`src/rtl/npc_bp.sv`:
```
// npc_bp -- next-PC generator for a 5-stage MIPS pipeline whose branch
// compare sits in EX.
//
// Holds the fetch PC and a bimodal table of 2-bit direction counters.
// Jumps (j/jal/jr/jalr) redirect straight from ID. beq/bne are predicted in
// ID, carried into EX in a one-entry record and verified there. A wrong
// prediction steers fetch to the correct path and squashes the single
// wrong-path fetch. Exception entry, eret return and hazard stalls are
// also arbitrated here.
//
// Ports:
//   clk            rising-edge clock
//   reset          asynchronous, active-low reset
//   stall          hazard stall: hold PC, ID instruction not issued to EX
//   jump_op_id     ID op: 0 none, 1 beq, 2 bne, 3 j/jal, 4 jr/jalr, 5-7 none
//   pc_id          PC of the instruction in ID
//   offset_id      branch immediate (word offset)
//   index_id       26-bit jump index
//   gpr_rs_id      forwarded rs value, jr/jalr target
//   cmp_eq_ex      rs==rt for the branch currently in EX
//   exc_req        take an exception this cycle
//   eret_id        eret in ID
//   epc            exception return address, used as-is
//   pc_if          registered fetch PC
//   pc_plus4_if    pc_if + 4 (link value)
//   pc_plus8_if    pc_if + 8 (link value)
//   pred_taken_id  direction prediction for the branch in ID
//   mispredict     EX branch outcome disagrees with its prediction
//   flush_if       clear the IF/ID register at the next edge
//   br_total       resolved branch count (wraps)
//   br_miss        mispredicted branch count (wraps)
module npc_bp #(
  parameter int          BHT_DEPTH  = 64,
  parameter logic [31:0] RESET_PC   = 32'h0000_3000,
  parameter logic [31:0] EXC_VECTOR = 32'h0000_4180,
  parameter logic [1:0]  CNT_INIT   = 2'b01
) (
  input  logic        clk,
  input  logic        reset,
  input  logic        stall,
  input  logic [2:0]  jump_op_id,
  input  logic [31:0] pc_id,
  input  logic [15:0] offset_id,
  input  logic [25:0] index_id,
  input  logic [31:0] gpr_rs_id,
  input  logic        cmp_eq_ex,
  input  logic        exc_req,
  input  logic        eret_id,
  input  logic [31:0] epc,
  output logic [31:0] pc_if,
  output logic [31:0] pc_plus4_if,
  output logic [31:0] pc_plus8_if,
  output logic        pred_taken_id,
  output logic        mispredict,
  output logic        flush_if,
  output logic [31:0] br_total,
  output logic [31:0] br_miss
);

  localparam int IDX_W = $clog2(BHT_DEPTH);

  localparam logic [2:0] OP_BEQ = 3'd1;
  localparam logic [2:0] OP_BNE = 3'd2;
  localparam logic [2:0] OP_J   = 3'd3;
  localparam logic [2:0] OP_JR  = 3'd4;

  // Saturating up/down step of a 2-bit direction counter.
  function automatic logic [1:0] sat_step(input logic [1:0] cnt, input logic up);
    logic [1:0] res;
    if (up) begin
      res = (cnt == 2'd3) ? 2'd3 : cnt + 2'd1;
    end else begin
      res = (cnt == 2'd0) ? 2'd0 : cnt - 2'd1;
    end
    return res;
  endfunction

  // Architectural state
  logic [31:0]      pc_r;
  logic [1:0]       bht_r [BHT_DEPTH];
  logic             rec_v_r;
  logic             rec_bne_r;
  logic             rec_pred_r;
  logic [IDX_W-1:0] rec_idx_r;
  logic [31:0]      rec_tgt_r;
  logic [31:0]      rec_fall_r;
  logic [31:0]      br_total_r;
  logic [31:0]      br_miss_r;

  // Combinational helpers
  logic             op_br_s;
  logic             op_bne_s;
  logic             op_j_s;
  logic             op_jr_s;
  logic [IDX_W-1:0] id_idx_s;
  logic             pred_s;
  logic [31:0]      tgt_s;
  logic [31:0]      fall_s;
  logic             resolve_s;
  logic             actual_s;
  logic             mispredict_s;
  logic [31:0]      correct_pc_s;
  logic [31:0]      pc_next_s;
  logic             rec_load_s;

  // Decode the ID jump op; codes 5-7 fall through as "no op".
  always_comb begin
    op_br_s  = 1'b0;
    op_bne_s = 1'b0;
    op_j_s   = 1'b0;
    op_jr_s  = 1'b0;
    case (jump_op_id)
      OP_BEQ:  op_br_s = 1'b1;
      OP_BNE: begin
        op_br_s  = 1'b1;
        op_bne_s = 1'b1;
      end
      OP_J:    op_j_s  = 1'b1;
      OP_JR:   op_jr_s = 1'b1;
      default: op_br_s = 1'b0;
    endcase
  end

  assign id_idx_s = pc_id[IDX_W+1:2];
  // Lookup reads the pre-update counter even when EX trains the same entry.
  assign pred_s   = bht_r[id_idx_s][1];
  assign tgt_s    = pc_id + 32'd4 + {{14{offset_id[15]}}, offset_id, 2'b00};
  // Not-taken resumes after the delay slot.
  assign fall_s   = pc_id + 32'd8;

  // An exception kills the EX branch: no resolution, training or redirect.
  assign resolve_s    = rec_v_r & ~exc_req;
  assign actual_s     = rec_bne_r ? ~cmp_eq_ex : cmp_eq_ex;
  assign mispredict_s = resolve_s & (actual_s ^ rec_pred_r);
  assign correct_pc_s = actual_s ? rec_tgt_r : rec_fall_r;
  assign rec_load_s   = op_br_s & ~stall & ~exc_req & ~mispredict_s;

  // Next fetch PC, highest priority first.
  always_comb begin
    pc_next_s = pc_r + 32'd4;
    if (exc_req) begin
      pc_next_s = EXC_VECTOR;
    end else if (mispredict_s) begin
      pc_next_s = correct_pc_s;
    end else if (stall) begin
      pc_next_s = pc_r;
    end else if (eret_id) begin
      pc_next_s = epc;
    end else if (op_j_s) begin
      pc_next_s = {pc_id[31:28], index_id, 2'b00};
    end else if (op_jr_s) begin
      pc_next_s = gpr_rs_id;
    end else if (op_br_s && pred_s) begin
      pc_next_s = tgt_s;
    end else begin
      pc_next_s = pc_r + 32'd4;
    end
  end

  // Fetch PC register.
  always_ff @(posedge clk or negedge reset) begin
    if (!reset) begin
      pc_r <= RESET_PC;
    end else begin
      pc_r <= pc_next_s;
    end
  end

  // ID->EX branch record; anything that is not an issued branch is a bubble.
  always_ff @(posedge clk or negedge reset) begin
    if (!reset) begin
      rec_v_r    <= 1'b0;
      rec_bne_r  <= 1'b0;
      rec_pred_r <= 1'b0;
      rec_idx_r  <= {IDX_W{1'b0}};
      rec_tgt_r  <= 32'd0;
      rec_fall_r <= 32'd0;
    end else if (rec_load_s) begin
      rec_v_r    <= 1'b1;
      rec_bne_r  <= op_bne_s;
      rec_pred_r <= pred_s;
      rec_idx_r  <= id_idx_s;
      rec_tgt_r  <= tgt_s;
      rec_fall_r <= fall_s;
    end else begin
      rec_v_r    <= 1'b0;
    end
  end

  // Counter table: train the resolving branch's entry with its real outcome.
  always_ff @(posedge clk or negedge reset) begin
    if (!reset) begin
      for (int i = 0; i < BHT_DEPTH; i++) begin
        bht_r[i] <= CNT_INIT;
      end
    end else if (resolve_s) begin
      bht_r[rec_idx_r] <= sat_step(bht_r[rec_idx_r], actual_s);
    end
  end

  // Resolution statistics, free-running modulo 2^32.
  always_ff @(posedge clk or negedge reset) begin
    if (!reset) begin
      br_total_r <= 32'd0;
      br_miss_r  <= 32'd0;
    end else begin
      if (resolve_s) begin
        br_total_r <= br_total_r + 32'd1;
      end
      if (mispredict_s) begin
        br_miss_r <= br_miss_r + 32'd1;
      end
    end
  end

  assign pc_if         = pc_r;
  assign pc_plus4_if   = pc_r + 32'd4;
  assign pc_plus8_if   = pc_r + 32'd8;
  assign pred_taken_id = pred_s;
  assign mispredict    = mispredict_s;
  // Under stall IF/ID holds the delay slot, so only the PC is redirected.
  assign flush_if      = exc_req | (mispredict_s & ~stall) | (eret_id & ~stall);
  assign br_total      = br_total_r;
  assign br_miss       = br_miss_r;

endmodule

```
`config.mk`:
```
export PLATFORM = sky130hd
export DESIGN_NAME = npc_bp
export DESIGN_NICKNAME = d
export VERILOG_FILES = /design/src/rtl/npc_bp.sv
export SDC_FILE = /design/constraint.sdc
export NUM_CORES = 1
export LEC_CHECK = 0
export CORE_MARGIN = 4
export CORE_UTILIZATION = 50
export CTS_BUF_LIST = sky130_fd_sc_hd__clkbuf_16
export DETAILED_ROUTE_END_ITERATION = 8
export GPL_TIMING_DRIVEN = 0
export PLACE_DENSITY_LB_ADDON = 0.05
export SLEW_MARGIN = 5
export SYNTH_ARGS = -nofsm -noshare
export SYNTH_HDL_FRONTEND = slang
export SYNTH_SLANG_ARGS = --single-unit
```
`constraint.sdc`:
```
create_clock -name clk -period 3.75 [get_ports clk]
set_input_delay 0.75 -clock clk [delete_from_list [all_inputs] [get_ports clk]]
set_output_delay 0.75 -clock clk [all_outputs]
set_load 0.005 [all_outputs]
```
# Word level (Yosys, flattened, before mapping)
# Cells that the tools add are included.
[word_totals] regBits=297 output_inout_bits=163
[op_classes] n_addsub=9 magnitude_cmp=3 eq_ne=6 n_mux=27 bitwise=16 n_reduce_logical=4
[op_table] cell="$mux 32" count=8
[op_table] cell="$bwmux 128" count=1
[op_table] cell="$add 32x1->32 const B" count=2
[op_table] cell="$add 32x3->32 const B" count=2
[op_table] cell="$add 32x4->32 const B" count=2
[op_table] cell="$add 32x32->32" count=1
[op_table] cell="$bmux 2 s6" count=2
[op_table] cell="$mux 2" count=9
[op_table] cell="$ge 7x7->1 const B" count=2
[op_table] cell="$not 6->7" count=2
[op_table] cell="$demux 2 s6" count=1
[op_table] cell="$and 1x1->1" count=7
[op_table] cell="$lt 7x1->1 const B" count=1
[op_table] cell="$eq 3x2->1 const B" count=2
[op_table] cell="$mux 1" count=6
[op_table] cell="$not 1->1" count=4
[op_table] cell="$eq 3x1->1 const B" count=1
[op_table] cell="$eq 3x3->1 const B" count=1
[op_table] cell="$ne 3x1->1 const B" count=1
[op_table] cell="$add 2x1->2 const B" count=1
[op_table] cell="$eq 2x2->1 const B" count=1
[op_table] cell="$logic_and 1x1->1" count=2
[op_table] cell="$logic_not 2->1" count=1
[op_table] cell="$or 1x1->1" count=2
[op_table] cell="3 further kinds" count=3

# Logic depth before layout (Yosys ltp)
# Gate-level depths: netlist of run 1.
[depth] depth_word=12 ltp_mapped=18 ltp_nobuf=15

# Least setup slack after synthesis of run 1
# No wires, ideal clock.
[synth_timing] kind="input to register" start="input pc_id[2]" end="register pc_r[30], in the netlist pc_if[30]" setup_time_ns=0.130 arrival_time_ns=3.549 t_required_ns=3.620 setup_slack_ns=0.071 cell_stages=16 path_buffers=3 cell_sequence="buf_6 > buf_6 > buf_6 > inv_1 > ha_1 > inv_1 > ha_1 > a211oi_1 > nor2_1 > o311ai_0 > a21oi_1 > o41ai_1 > o21ai_0 > a211oi_1 > xor2_1 > o21ai_0"
[synth_via] elab_chain_cells=12
[synth_lines] element="start: declaration" line_no="42" rtl="input logic [31:0] pc_id,"
[synth_lines] element="branches (longest 5 deep; another with $add 32x3->32)"
[synth_lines] element="$mux 32 (*)" line_no="153" rtl="end else if (op_br_s && pred_s) begin"
[synth_lines] element="$mux 32 (*)" line_no="151" rtl="end else if (op_jr_s) begin"
[synth_lines] element="$mux 32 (*)" line_no="149" rtl="end else if (op_j_s) begin"
[synth_lines] element="$mux 32 (*)" line_no="147" rtl="end else if (eret_id) begin"
[synth_lines] element="$mux 32 (*)" line_no="145" rtl="end else if (stall) begin"
[synth_lines] element="$mux 32 (*)" line_no="143" rtl="end else if (mispredict_s) begin"
[synth_lines] element="$mux 32 (*)" line_no="141" rtl="if (exc_req) begin"
[synth_lines] element="end signal: assignment" line_no="165" rtl="pc_r <= pc_next_s;"
[synth_lines] element="end: declaration" line_no="79" rtl="logic [31:0] pc_r;"
# Mark *: on every way between the ends. The select of a mux whose other input is x is not followed.
# A chain may end at the register's enable or synchronous reset.

# Final worst setup path of run 1
[layout_timing] start="register pc_r[7], in the netlist pc_if[7]" end="output pc_plus4_if[26]"
[layout_via] elab_chain_cells=1
[layout_lines] element="$add 32x3->32" line_no="217" rtl="assign pc_plus4_if = pc_r + 32'd4;"
[layout_lines] element="end: declaration" line_no="51" rtl="output logic [31:0] pc_plus4_if,"
# Every way passes these cells.

==> results of run 1 <==
-- logic make-up after synthesis --
group,synth area share (%)
AO/OA/AOI/OAI,12.92
XOR/XNOR,8.256
adder cells (fa/ha/maj),4.403
buffers and inverters,4.229
flip-flops,39.91
multiplexers,14.37
AND/OR/NAND/NOR,15.91
-- power by group through the flow --
stage / clock, uW / sequential (uW) / combinational, uW
after global routing: 3660 / 3790 / 2920
after CTS: 3520 / 3750 / 2660
after global placement: 0 / 3780 / 2540
after detailed placement: 0 / 3790 / 2580
after floorplan: 0 / 3720 / 1400
final: 3490 / 3760 / 2760
-- sequential cells by signal, indices dropped and copies added, names as in the netlist --
signal	flops
rec_pred_r	1
bht_r	128
br_miss	32
rec_tgt_r	32
br_total	32
rec_idx_r	6
rec_fall_r	29
pc_if	32
rec_bne_r	1
rec_v_r	1
-- cells in the final DEF, fill, tap and decap left out, types with 7 or more instances in the layout --
| master | n |
|---|---|
| clkbuf_16 | 35 |
| xor2_1 | 52 |
| nor3b_1 | 10 |
| buf_4 | 42 |
| inv_1 | 35 |
| and4_1 | 9 |
| a211oi_1 | 13 |
| clkbuf_2 | 7 |
| nand3_1 | 54 |
| o21ai_0 | 99 |
| nand4_1 | 33 |
| nand2b_1 | 8 |
| a21oi_1 | 71 |
| mux2_2 | 149 |
| a221oi_1 | 24 |
| buf_1 | 11 |
| and3_1 | 25 |
| o22ai_1 | 32 |
| nor3_1 | 19 |
| nor2b_1 | 10 |
| and2_1 | 8 |
| or2_2 | 8 |
| a21o_1 | 13 |
| ha_1 | 58 |
| a31oi_1 | 14 |
| clkdlybuf4s50_1 | 297 |
| buf_2 | 11 |
| mux2i_1 | 55 |
| nor2_1 | 152 |
| clkbuf_1 | 54 |
| xnor2_1 | 106 |
| xnor2_2 | 10 |
| dfstp_2 | 66 |
| dfrtp_1 | 217 |
| buf_6 | 25 |
| nand2_1 | 288 |
| dfrtp_2 | 11 |
| mux4_2 | 20 |
-- path summary, 6_finish.rpt --
kind                            slack [ns]                      end
max in group asynchronous             2.58    pc_if[17]$_DFFE_PN0P_
worst max-delay path                  0.05          pc_plus4_if[26]
worst max register to register        0.36    bht_r[13]$_DFFE_PN0P_
worst min register to register        0.48  br_miss[31]$_DFFE_PN0P_
min in group clk                      0.48  br_miss[31]$_DFFE_PN0P_
worst min-delay path                  0.13    bht_r[79]$_DFFE_PN0P_
-- final cells by class --
class	count	area, sq um
diodes	3	7.507
plain buffers	114	673.1
clock buffers	35	875.8
clock inverters	27	285.3
fillers	3059	12530
inverters	33	132.6
multi-input cells	1488	10730
flip-flops and latches	294	7453
well taps	468	585.6
repair buffers	347	3422
-- metrics by stage --
step | instances | area [sq um] | power (uW)
floorplan | 1939 | 18640 | 5118
finish | 2809 | 24170 | 10010
CTS | 2802 | 23960 | 9922
detailed placement | 2719 | 22410 | 6377
global placement | 2714 | 22300 | 6322
global route | 2809 | 24170 | 10370
-- timing repair --
item,in CTS,in global routing
gates resized for setup,65,51
endpoints found under the setup margin,73,94
pin swaps,16,12
hold buffers,0,0
hold endpoints to repair,0,0
setup buffers,29,6
-- layer usage --
metal	vias up	track usage, %
met2	937	50.70
met4	4	11.21
li1	7677	-
met3	148	10.39
met5	-	0
met1	8577	45.68
-- critical path, stage by stage, from the launching register on --
cell and delay, ns:
dfrtp_2 0.45, and4_1 0.30, nand4_1 0.21, nor2_4 0.21
nand3_4 0.15, nor2_2 0.20, xor2_2 0.28, clkdlybuf4s50_1 0.60
==> PnR_summary.wiki, run 1 <==
{| class="wikitable"
! Metric !! Value
|-
| Number of buffers on the longest clock path || 3
|-
| Lkg Pwr || 0.01045 uW
|-
| Internal power || 6676 uW
|-
| Synth area leaders || dfrtp_1, dfstp_2, mux2_2, nand2_1, xnor2_1
|-
| Total I/O pin count || 310
|-
| Maximum number of pins on one net before global-route repair || 119
|-
| Crit path time final || 3.701 ns
|-
| Number of warning messages in the yosys log || 0
|-
| Worst path arrival time || 2.95 ns
|-
| Length of routed wiring on met1 || 29.53 mm
|-
| Actual transition at the worst max-transition pin || 1.235 ns
|-
| Highest ir drop seen on vdd || 0.0003482 V
|-
| Y dimension of the die || 201.1 microns
|-
| Part of the power in combinational logic || 27.6%
|-
| Floorplan core area || 36700 sq um
|-
| Final setup skew || 0.04084 ns
|-
| Vias after detailed routing || 17340
|-
| Fraction of final layout cells with drive strength greater than 1 || 19.76%
|-
| Switching portion of total power || 33.28%
|-
| Crit. Startpoint || pc_if[7]$_DFFE_PN0P_
|-
| Final sum of negative setup slack || 0 ns
|-
| Residual overflow from global routing || 0
|-
| Top cells by count, synth || nand2_1, dfrtp_1, nor2_1
|-
| Final-stage net count || 2522
|-
| Vias in the first global route || 16660
|-
| Worst min-delay path class || in -> async
|-
| All-layer global routing usage || 33.37%
|-
| Kind of capture point of the worst setup path || output port
|-
| Unrepaired setup endpoints after global routing || true
|-
| Amount of wire on met3 after detailed routing || 7.378 mm
|-
| CTS sink cnt || 294
|-
| Clock tree from TritonCTS || yes
|-
| Cell Pwr Density || 414.0 nW/um^2
|-
| Area added between synthesis and finish || 29.66%
|-
| Share of the core filled with cells in the final layout || 65.86%
|-
| Run status || completed
|-
| Share of async-settable or async-resettable flops after synthesis || 100.0%
|-
| Max Clk Rate || 270.2 MHz
|-
| Root Buffer || clkbuf_16
|-
| Detail Placement HPWL || 53.28 mm
|-
| Post-Place Worst Slack || -1.627 ns
|-
| Overall routed net length || 70.45 mm
|-
| CTS clk-pin slew, worst paths || 0.06 ns
|-
| Pins Over Slew Limit || 0
|-
| Register area share after synthesis || 39.91%
|-
| Die Wd || 201.1 microns
|-
| Number of synthesized register bits || 294
|-
| CTS H-tree lvls || 2
|-
| Startpoint kind of the worst setup timing path || flop
|-
| Total count of hold-check failures in the final report || 0
|-
| Effective utilization at floorplan || 50.79%
|-
| Type of the setup path with the least slack || reg -> out
|-
| Area of the die || 40430 sq um
|-
| Count of unresolved DRC violations after routing || 0
|-
| Share of total power in sequential cells || 37.6%
|-
| Path depth of the worst reg2reg path || 10
|-
| Synth Cell Area || 18640 sq um
|-
| Antenna violations before repair || 6
|-
| Met2 wire length || 31.06 mm
|-
| Post-synthesis cell type count || 78
|-
| DR iter-0 viols || 1733
|-
| Mean instance size in the synthesized netlist || 9.613 sq um
|-
| Beginning of the worst register-to-register path || rec_idx_r[1]$_DFFE_PN0P_
|-
| Detail Route Antenna Nets || 0
|-
| Max Cap Violations || 0
|-
| Clock share of power || 34.9%
|-
| Number of optimization iterations in the first detailed-route pass || 6
|-
| Ys flop type || dfrtp_1
|-
| Number of synthesized flops with an enable pin || 0
|-
| Total number of placement rows || 70
|-
| Insertion delay to the later sink of the worst-skew pair || 0.56 ns
|-
| Vias/cell || 6.174
|-
| Maximum fanout along the worst path || 7
|-
| Final number of setup-violating endpoints || 0
|-
| Number of nets in the synthesized netlist || 2149
|-
| Mean routed wirelength per cell || 25.08 microns
|-
| Topmost layer with routed signal wires || met5
|-
| Post-Synthesis Cells || 1939
|-
| Max-slew headroom || 17.05%
|-
| I/O Buffers || 307
|-
| Final Worst Setup Slack || 0.04911 ns
|-
| CTS Buf Count || 34
|-
| Cell taking the most area after synthesis || dfrtp_1
|-
| Worst Path Required || 3.00 ns
|-
| Final hold slack || 0.1270 ns
|-
| Fin crit share || 98.69%
|-
| Most numerous cell in the Yosys netlist || nand2_1
|-
| Global-route wire length before repair || 104.1 mm
|-
| Final Wtd Congestion || 0.9927
|-
| Post-synth top area share || 30.61%
|-
| Net switching power of the design || 3330 uW
|}
Power figures use the tool's default switching activity.
==> run 2, diff against run 1 <==
CELL_PAD_IN_SITES_DETAIL_PLACEMENT = 1   (was not set)
CELL_PAD_IN_SITES_GLOBAL_PLACEMENT = 1   (was not set)
CORE_UTILIZATION = 42   (was 50)
==> run 2 against run 1 <==
  * Critical endpoint is now pc_if[23]$_DFFE_PN0P_
  * Register-to-register slack worse by 0.14 ns
  * Final area is 0.47% higher
  * Largest power group unchanged
  * First-iteration DRC count is 18% lower
  * Die area is 18% higher
  * Via count is 0.12% lower
  * Sequential power hardly changed
  * Final cell count is 4.6% higher
  * Highest routed layer unchanged
  * Fmax is 1.2% lower
  * Critical path type is now in -> reg
  * Count of clock-buffer cells in the layout stayed put
  * Largest cell class unchanged
  * Setup slack worse by 0.044 ns
  * Combinational power is 3% higher
  * Core utilization is 10 points lower
==> PnR_summary.wiki, run 2 (synthesis results as in run 1) <==
{| class="wikitable"
! Metric !! Value
|-
| Vias in the first global route || 17930
|-
| Number of buffers on the longest clock path || 3
|-
| Kind of capture point of the worst setup path || flop
|-
| Total number of placement rows || 76
|-
| Most common library cell in the layout ignoring fill and taps || clkdlybuf4s50_1
|-
| Final setup skew || 0.02048 ns
|-
| Crit path time final || 3.745 ns
|-
| Actual transition at the worst max-transition pin || 1.166 ns
|-
| Antenna violations before repair || 5
|-
| Final number of setup-violating endpoints || 0
|-
| Finished layout cell area || 24280 sq um
|-
| Area of the die || 47820 sq um
|-
| Root Buffer || clkbuf_16
|-
| Max Clk Rate || 267.0 MHz
|-
| Unrepaired setup endpoints after global routing || true
|-
| Commonest non-fill, non-tap cells in the layout || clkdlybuf4s50_1, nand2_1, dfrtp_1
|-
| Area added between synthesis and finish || 30.27%
|-
| Pins Over Slew Limit || 0
|-
| CTS H-tree lvls || 2
|-
| Type of the setup path with the least slack || in -> reg
|-
| Fraction of final layout cells with drive strength greater than 1 || 20.03%
|-
| Max Cap Violations || 0
|-
| Lkg Pwr || 0.01048 uW
|-
| Final Wtd Congestion || 0.9376
|-
| Final hold slack || 0.1761 ns
|-
| Total I/O pin count || 310
|-
| Cell Pwr Density || 403.3 nW/um^2
|-
| Y dimension of the die || 218.7 microns
|-
| Count of unresolved DRC violations after routing || 0
|-
| CTS sink cnt || 294
|-
| Die Wd || 218.7 microns
|-
| Register containing the most flip-flops in the final layout || bht_r
|-
| Run status || completed
|-
| Clock tree from TritonCTS || yes
|-
| Effective utilization at floorplan || 42.89%
|-
| DR iter-0 viols || 1418
|-
| Post-CTS Hold Fix Bufs || 0
|-
| CTS Buf Count || 35
|-
| Mean routed wirelength per cell || 26.40 microns
|-
| Final-stage net count || 2535
|-
| Flip-flop count of the largest register after layout || 128
|-
| Fin crit share || 99.86%
|-
| I/O Buffers || 307
|-
| Worst Path Required || 4.21 ns
|-
| Floorplan core area || 43460 sq um
|-
| Global-route wire length before repair || 114.7 mm
|-
| Startpoint kind of the worst setup timing path || primary input
|-
| Maximum fanout along the worst path || 10
|-
| Vias after detailed routing || 17320
|-
| Detail Placement HPWL || 59.14 mm
|-
| Number of fillers in the final layout || 4879
|-
| Share of the core filled with cells in the final layout || 55.88%
|-
| Vias/cell || 5.894
|-
| Maximum number of pins on one net before global-route repair || 114
|-
| Insertion delay to the later sink of the worst-skew pair || 0.56 ns
|-
| CTS clk-pin slew, worst paths || 0.06 ns
|-
| Worst path arrival time || 4.20 ns
|-
| Overall routed net length || 77.59 mm
|-
| All-layer global routing usage || 31.61%
|-
| Total count of hold-check failures in the final report || 0
|-
| Highest ir drop seen on vdd || 0.0003039 V
|-
| Cell area reported after detailed placement || 22560 sq um
|-
| Number of optimization iterations in the first detailed-route pass || 5
|-
| Detail Route Antenna Nets || 0
|-
| Worst min-delay path class || in -> async
|-
| Max-slew headroom || 21.72%
|-
| Residual overflow from global routing || 0
|}
run 2: power by group:
part | total, uW | switching (uW) | internal (uW)
sequential | 3760 | 259 | 3500
combinational | 2850 | 1720 | 1140
clock | 3180 | 1460 | 1720
total | 9790 | 3430 | 6360
run 2: final cells by class:
type	count	area, sq um	area share [%]
well taps	585	732.0	3.014
diodes	2	5.005	0.02061
multi-input cells	1488	10730	44.19
repair buffers	358	3510	14.45
clock inverters	29	172.7	0.7110
clock buffers	35	875.8	3.607
inverters	33	132.6	0.5462
plain buffers	115	668.1	2.751
flip-flops and latches	294	7456	30.70
run 2: critical path, cell delays in order:
cell and delay, ns:
clkdlybuf4s50_1 0.56, xor3_1 0.35, nand2_2 0.18, inv_6 0.09
nor2_1 0.22, and2_1 0.16, clkbuf_1 0.32, clkbuf_1 0.62
clkbuf_1 0.61, a221oi_1 0.21, o21ai_0 0.12
run 2: stage by stage:
step                total power (uW)   TNS, ns  setup slack (ns)  cells
finish                          9793         0          0.005190   2939
global route                   10200  -0.04280          -0.02278   2939
CTS                             9739         0         0.0008251   2923
detailed placement              6470    -84.09            -1.626   2837
global placement                6396  -3087.14            -11.01   2831
floorplan                       5118         0           0.07071   1939
run 2: routing by layer:
| layer | GRT usage, % | part of all wire (%) | up-vias |
|---|---|---|---|
| met5 | 0 | 0.053 | - |
| met4 | 9.922 | 3.3 | 6 |
| met3 | 7.216 | 8.0 | 155 |
| met2 | 49.32 | 45 | 660 |
| met1 | 43.90 | 44 | 8790 |
| li1 | - | - | 7712 |
run 2: repair_timing:
item,4_1_cts,5_1_grt
buffers inserted,29,16
setup endpoints to repair,113,98
pin swaps,22,14
gates resized for setup,81,46
endpoints found under the hold margin,0,0
run 2: final timing paths:
kind | endpoint | from | slack, ns | cells after the start
max in group asynchronous | pc_if[7]$_DFFE_PN0P_ | reset | 2.45 | 2
worst min register to register | rec_fall_r[29]$_DFFE_PN0P_ | rec_fall_r[29]$_DFFE_PN0P_ | 0.48 | 2
min in group clk | rec_fall_r[29]$_DFFE_PN0P_ | rec_fall_r[29]$_DFFE_PN0P_ | 0.48 | 2
worst max register to register | bht_r[8]$_DFFE_PN1P_ | rec_idx_r[1]$_DFFE_PN0P_ | 0.22 | 10
worst min-delay path | br_total[27]$_DFFE_PN0P_ | reset | 0.18 | 1
worst max-delay path | pc_if[23]$_DFFE_PN0P_ | cmp_eq_ex | 0.005 | 11
